<file path="config.mk">
export PLATFORM = sky130hd
export DESIGN_NAME = dff_timing_guard
export DESIGN_NICKNAME = d
export VERILOG_FILES = /design/src/rtl/dff_timing_guard.sv
export SDC_FILE = /design/constraint.sdc
export NUM_CORES = 1
export LEC_CHECK = 0
export CAP_MARGIN = 20
export CORE_UTILIZATION = 64
export DETAILED_ROUTE_END_ITERATION = 8
export HOLD_SLACK_MARGIN = 0.12
export PLACE_DENSITY = 0.92
export SYNTH_ARGS = -nofsm -noshare
export SYNTH_HDL_FRONTEND = slang
export SYNTH_SLANG_ARGS = --single-unit
</file>
<file path="constraint.sdc">
create_clock -name clock -period 5.15 [get_ports clock]
set_clock_uncertainty 0.05 [all_clocks]
set_input_delay 1.03 -clock clock [delete_from_list [all_inputs] [get_ports clock]]
set_output_delay 1.03 -clock clock [all_outputs]
set_load 0.1 [all_outputs]
</file>
<file path="src/rtl/dff_timing_guard.sv">
// dff_timing_guard: per-channel flip-flop model with timing checks.
// Each channel captures its raw inputs into a sampling register, filters d
// against minimum high/low times, qualifies set/reset requests against a
// minimum pulse width, and drives q through a fixed propagation pipeline.
// Short d pulses and short set/reset pulses raise sticky violation flags.
module dff_timing_guard #(
  parameter int N_CH       = 4,
  parameter int PULSE_MIN  = 12,
  parameter int D_HIGH_MIN = 16,
  parameter int D_LOW_MIN  = 3,
  parameter int PROP_DLY   = 2
) (
  input  logic            clock,
  input  logic            reset,
  input  logic [N_CH-1:0] d,
  input  logic [N_CH-1:0] ch_set,
  input  logic [N_CH-1:0] ch_res,
  input  logic            clr_viol,
  output logic [N_CH-1:0] q,
  output logic [N_CH-1:0] viol_glitch,
  output logic [N_CH-1:0] viol_pulse
);

  localparam logic [5:0] CNT_MAX    = 6'd63;
  localparam logic [5:0] PULSE_LAST = 6'(PULSE_MIN - 1);
  localparam logic [5:0] PULSE_LIM  = 6'(PULSE_MIN);
  localparam logic [5:0] HIGH_LAST  = 6'(D_HIGH_MIN - 1);
  localparam logic [5:0] LOW_LAST   = 6'(D_LOW_MIN - 1);

  // Saturating 6-bit increment shared by all run counters.
  function automatic logic [5:0] sat_inc(input logic [5:0] v);
    if (v == CNT_MAX) begin
      return v;
    end else begin
      return v + 6'd1;
    end
  endfunction

  // Input sampling stage (all timing checks work on these copies).
  logic [N_CH-1:0] d_in_q, set_in_q, res_in_q;

  // Filter, qualifier and flag state.
  logic [N_CH-1:0] d_f_q, d_f_d;
  logic [5:0]      dcnt_q [N_CH];
  logic [5:0]      dcnt_d [N_CH];
  logic [5:0]      scnt_q [N_CH];
  logic [5:0]      scnt_d [N_CH];
  logic [5:0]      rcnt_q [N_CH];
  logic [5:0]      rcnt_d [N_CH];
  logic [N_CH-1:0] q_int_q, q_int_d;
  logic [N_CH-1:0] vg_q, vg_d;
  logic [N_CH-1:0] vp_q, vp_d;

  // Per-channel combinational helpers.
  logic [5:0]      th_last_s [N_CH];
  logic [N_CH-1:0] glitch_s;
  logic [N_CH-1:0] set_fall_s, res_fall_s;
  logic [N_CH-1:0] set_ok_s, rst_ok_s;

  // Next-state logic for filters, counters, internal q and sticky flags.
  always_comb begin
    d_f_d      = d_f_q;
    q_int_d    = q_int_q;
    glitch_s   = {N_CH{1'b0}};
    set_fall_s = {N_CH{1'b0}};
    res_fall_s = {N_CH{1'b0}};
    set_ok_s   = {N_CH{1'b0}};
    rst_ok_s   = {N_CH{1'b0}};
    for (int i = 0; i < N_CH; i++) begin
      dcnt_d[i]    = dcnt_q[i];
      scnt_d[i]    = scnt_q[i];
      rcnt_d[i]    = rcnt_q[i];
      th_last_s[i] = d_f_q[i] ? LOW_LAST : HIGH_LAST;

      // d filter: accept a new level only after it has been stable long enough.
      if (d_in_q[i] != d_f_q[i]) begin
        if (dcnt_q[i] == th_last_s[i]) begin
          d_f_d[i]  = d_in_q[i];
          dcnt_d[i] = 6'd0;
        end else begin
          dcnt_d[i] = sat_inc(dcnt_q[i]);
        end
      end else begin
        dcnt_d[i]   = 6'd0;
        glitch_s[i] = (dcnt_q[i] != 6'd0) && (dcnt_q[i] <= th_last_s[i]);
      end

      // Set request width counter; a nonzero count while low marks the fall.
      if (set_in_q[i]) begin
        scnt_d[i] = sat_inc(scnt_q[i]);
      end else begin
        scnt_d[i]     = 6'd0;
        set_fall_s[i] = (scnt_q[i] != 6'd0) && (scnt_q[i] < PULSE_LIM);
      end

      // Reset request width counter, same scheme as set.
      if (res_in_q[i]) begin
        rcnt_d[i] = sat_inc(rcnt_q[i]);
      end else begin
        rcnt_d[i]     = 6'd0;
        res_fall_s[i] = (rcnt_q[i] != 6'd0) && (rcnt_q[i] < PULSE_LIM);
      end

      set_ok_s[i] = set_in_q[i] && (scnt_q[i] >= PULSE_LAST);
      rst_ok_s[i] = res_in_q[i] && (rcnt_q[i] >= PULSE_LAST);

      // Reset wins over set; otherwise follow the freshly filtered d.
      if (rst_ok_s[i]) begin
        q_int_d[i] = 1'b0;
      end else if (set_ok_s[i]) begin
        q_int_d[i] = 1'b1;
      end else begin
        q_int_d[i] = d_f_d[i];
      end
    end
    // A violation seen on the clearing edge survives the clear.
    vg_d = (clr_viol ? {N_CH{1'b0}} : vg_q) | glitch_s;
    vp_d = (clr_viol ? {N_CH{1'b0}} : vp_q) | set_fall_s | res_fall_s;
  end

  // State registers with synchronous active-high reset.
  always_ff @(posedge clock) begin
    if (reset) begin
      d_in_q   <= {N_CH{1'b0}};
      set_in_q <= {N_CH{1'b0}};
      res_in_q <= {N_CH{1'b0}};
      d_f_q    <= {N_CH{1'b0}};
      q_int_q  <= {N_CH{1'b0}};
      vg_q     <= {N_CH{1'b0}};
      vp_q     <= {N_CH{1'b0}};
      for (int i = 0; i < N_CH; i++) begin
        dcnt_q[i] <= 6'd0;
        scnt_q[i] <= 6'd0;
        rcnt_q[i] <= 6'd0;
      end
    end else begin
      d_in_q   <= d;
      set_in_q <= ch_set;
      res_in_q <= ch_res;
      d_f_q    <= d_f_d;
      q_int_q  <= q_int_d;
      vg_q     <= vg_d;
      vp_q     <= vp_d;
      for (int i = 0; i < N_CH; i++) begin
        dcnt_q[i] <= dcnt_d[i];
        scnt_q[i] <= scnt_d[i];
        rcnt_q[i] <= rcnt_d[i];
      end
    end
  end

  assign viol_glitch = vg_q;
  assign viol_pulse  = vp_q;

  generate
    if (PROP_DLY == 0) begin : g_nodly
      assign q = q_int_q;
    end else begin : g_dly
      logic [N_CH-1:0] dly_q [PROP_DLY];

      // Propagation delay pipeline, cleared by reset.
      always_ff @(posedge clock) begin
        if (reset) begin
          for (int s = 0; s < PROP_DLY; s++) begin
            dly_q[s] <= {N_CH{1'b0}};
          end
        end else begin
          dly_q[0] <= q_int_q;
          for (int s = 1; s < PROP_DLY; s++) begin
            dly_q[s] <= dly_q[s-1];
          end
        end
      end

      assign q = dly_q[PROP_DLY-1];
    end
  endgenerate

endmodule

</file>
==> out/qor.csv <==
metric,value,unit
status,"complete, no violations",
post_cts_buffers,0,
synthCells,576,
p_leak,2.109,nW
cts_tree,built,
cp_num_cells,1,
core_area,0.007807,mm2
grt_pass1_wl,16.40,mm
worst-setup-path-type,register to output port,
max_freq,343.1,MHz
area_delta_synth_final,7.930,%
postRouteAntennaNets,0,
mappedNetlistArea,0.005223,mm2
clk_latency,360,ps
critPathSlowestCell,clkdlybuf4s50_1,
syn_nets,627,
grt.busiest_layer,met2,
rr_endpoint,dcnt_q[1][2],
ys_seq_area_share,41.40,%
wire_per_inst,13.70,um
synth.distinct_cells,42,
worst_slack,2235,ps
final_max_slew_viol_count,0,
fin_setup_tns,0,ps
vias,4013,
synth-seq-cells,108,
h-tree-depth,3,
place_congestion,0.8650,
setup_viol,0,
fin_crit,2915,ps
path_max_fanout,2,
grt_start_max_net_pins,49,
viasPerCell,5.749,
clockRootBuffer,clkbuf_8,
first_pass_iters,4,
drc_errors,0,
drive_gt1_share,4.195,%
antenna_found_initial,0,
crit_chain,clkdlybuf4s50_1,
start_kind,register,
cp.arrival,1830,ps
worstSetupEndpointType,output port,
grt_pass1_vias,3763,
fin_nets,644,
rrSetupSlack,3310,ps
cts_hold_buf,0,
grt-ovfl-total,0,
whs,397.8,ps
timing.final.crit_share,56.60,%
cp.buffers_inverters,1,
num_antenna_cells,0,
grtUsageTotal,23.81,%
timing.max_cap.violations,0,
grtUsageMet3,5.008,%
io_pins,27,
cts_made_buffers,9,
mostFrequentLayoutCell,dfxtp_1,
rows,32,
min_from,g_dly.dly_q[0][3],
drtIter0Drc,185,
cpLargestDelayFamily,buffers and inverters,
max_slew_margin,35.71,%
syn_avg_cell_area,9.067,um2
dp_slack,2631,ps
hold_path_class,register to register,
layout_common_cells,"dfxtp_1 (108), nor2_1 (62), a21oi_1 (38), ha_1 (36), nand2_1 (33)",
synth_warnings,0,
dieArea,0.008526,mm2
cts_buffer_depth,2,
fp.dieW,92.34,um
reg2reg_from,d_f_q[1],
cts_num_sinks,108,
grt.met2_usage,42.41,%
max_stage_delay,1130,ps
rsz0062_at_grt,false,
powerDensity,246.9,mW/mm2
totalWireLength,9.560,mm
total_power,1.391,mW
use_met1,28.34,%
worst_pin_slew,961.3,ps
path_clk_slew,90,ps
hold_depth,1,
worst_hold_path.endpoint,g_dly.dly_q[0][7],
vdd_drop_max,0.1385,mV
post_cts_resized,0,
place_hpwl,6.696,mm
die_y,92.34,um
initial_core_util,66.89,%
cp.required,4070,ps
hold_violations,0,
rr_worst_depth,6,
portBuffers,26,
## cells by family (layout without fill, tap and decap cells)
kind of cell,after synthesis,after routing,synth area share [%]
flip-flops,108,108,41.40
AND/OR/NAND/NOR,236,236,24.51
AO/OA/AOI/OAI,86,86,10.30
adder cells (fa/ha/maj),36,36,8.625
multiplexers,22,22,4.217
XOR/XNOR,38,38,6.373
buffers and inverters,50,70,4.576
## state kept, by name, indices dropped and copies added (netlist names)
name / flops
g_dly.dly_q: 8
d_f_q: 4
dcnt_q: 24
res_in_q: 4
rcnt_q: 24
viol_glitch: 4
scnt_q: 24
viol_pulse: 4
q_int_q: 4
set_in_q: 4
d_in_q: 4
## synth_stat cells
cell type  instances  area share (%)
dfxtp_1          108              41
nor2_1            62             4.5
a21oi_1           38             3.6
ha_1              36             8.6
nand2_1           33             2.4
inv_1             30             2.2
nor2b_1           29             3.5
xnor2_1           27             4.5
nor3_1            25             2.4
mux2i_1           22             4.2
nand3_1           20             1.9
nand4_1           15             1.8
nand2b_1          12             1.4
xor2_1            11             1.8
a211oi_1           9             1.3
o21ai_0            9            0.86
a31oi_1            7            0.84
clkbuf_1           7            0.50
nor3_4             6             1.9
a2111oi_0          5            0.84
and2_1             5            0.60
or3_1              5            0.60
a221oi_1           4            0.67
and3b_1            4            0.67
buf_4              4            0.58
buf_6              4            0.86
nor3_2             4            0.77
nor4_1             4            0.48
o21a_1             4            0.58
o31ai_1            4            0.58
a41oi_1            3            0.50
and3_1             3            0.36
buf_2              3            0.29
nor3b_1            3            0.43
a211o_1            2            0.34
clkbuf_2           2            0.19
or2_1              2            0.24
a311oi_1           1            0.17
and2_4             1            0.17
or2_2              1            0.12
or3b_1             1            0.17
or4b_1             1            0.19
## worst max-delay path by stage
stage / from / to
floorplan: viol_pulse[2] / viol_pulse[2]
global placement: viol_pulse[0] / viol_pulse[0]
detailed placement: viol_pulse[2] / viol_pulse[2]
CTS: viol_pulse[0] / viol_pulse[0]
global route: viol_pulse[2] / viol_pulse[2]
finish: viol_pulse[0] / viol_pulse[0]
## cell type report
cell class	instances	area [um2]
Fill cell	575	2171
Clock buffer	12	145.1
Clock inverter	2	12.51
Inverter	30	112.6
Timing Repair Buffer	26	255.2
Multi-Input combinational cell	418	2821
Sequential cell	108	2162
Tap cell	102	127.6
## stage by stage
stage,std cells,util (%),cell area (um2)
2_1_floorplan,576,-,5223
3_3_place_gp,684,70.18,5479
3_5_place_dp,684,70.18,5479
4_1_cts,698,72.20,5637
5_1_grt,698,72.20,5637
6_report,698,72.20,5637
## routing by layer
layer	wire length, um	vias to the layer above	share of wire (%)
met5	0	-	0
met4	125	0	1.3
met3	332	12	3.5
met2	4779	82	50
met1	4322	1889	45
li1	-	2030	-
## report_power, final
group,switching [mW],internal [mW]
clock network,0.258,0.184
logic,0.0555,0.0348
registers,0.0120,0.848
Power figures use the tool's default switching activity.
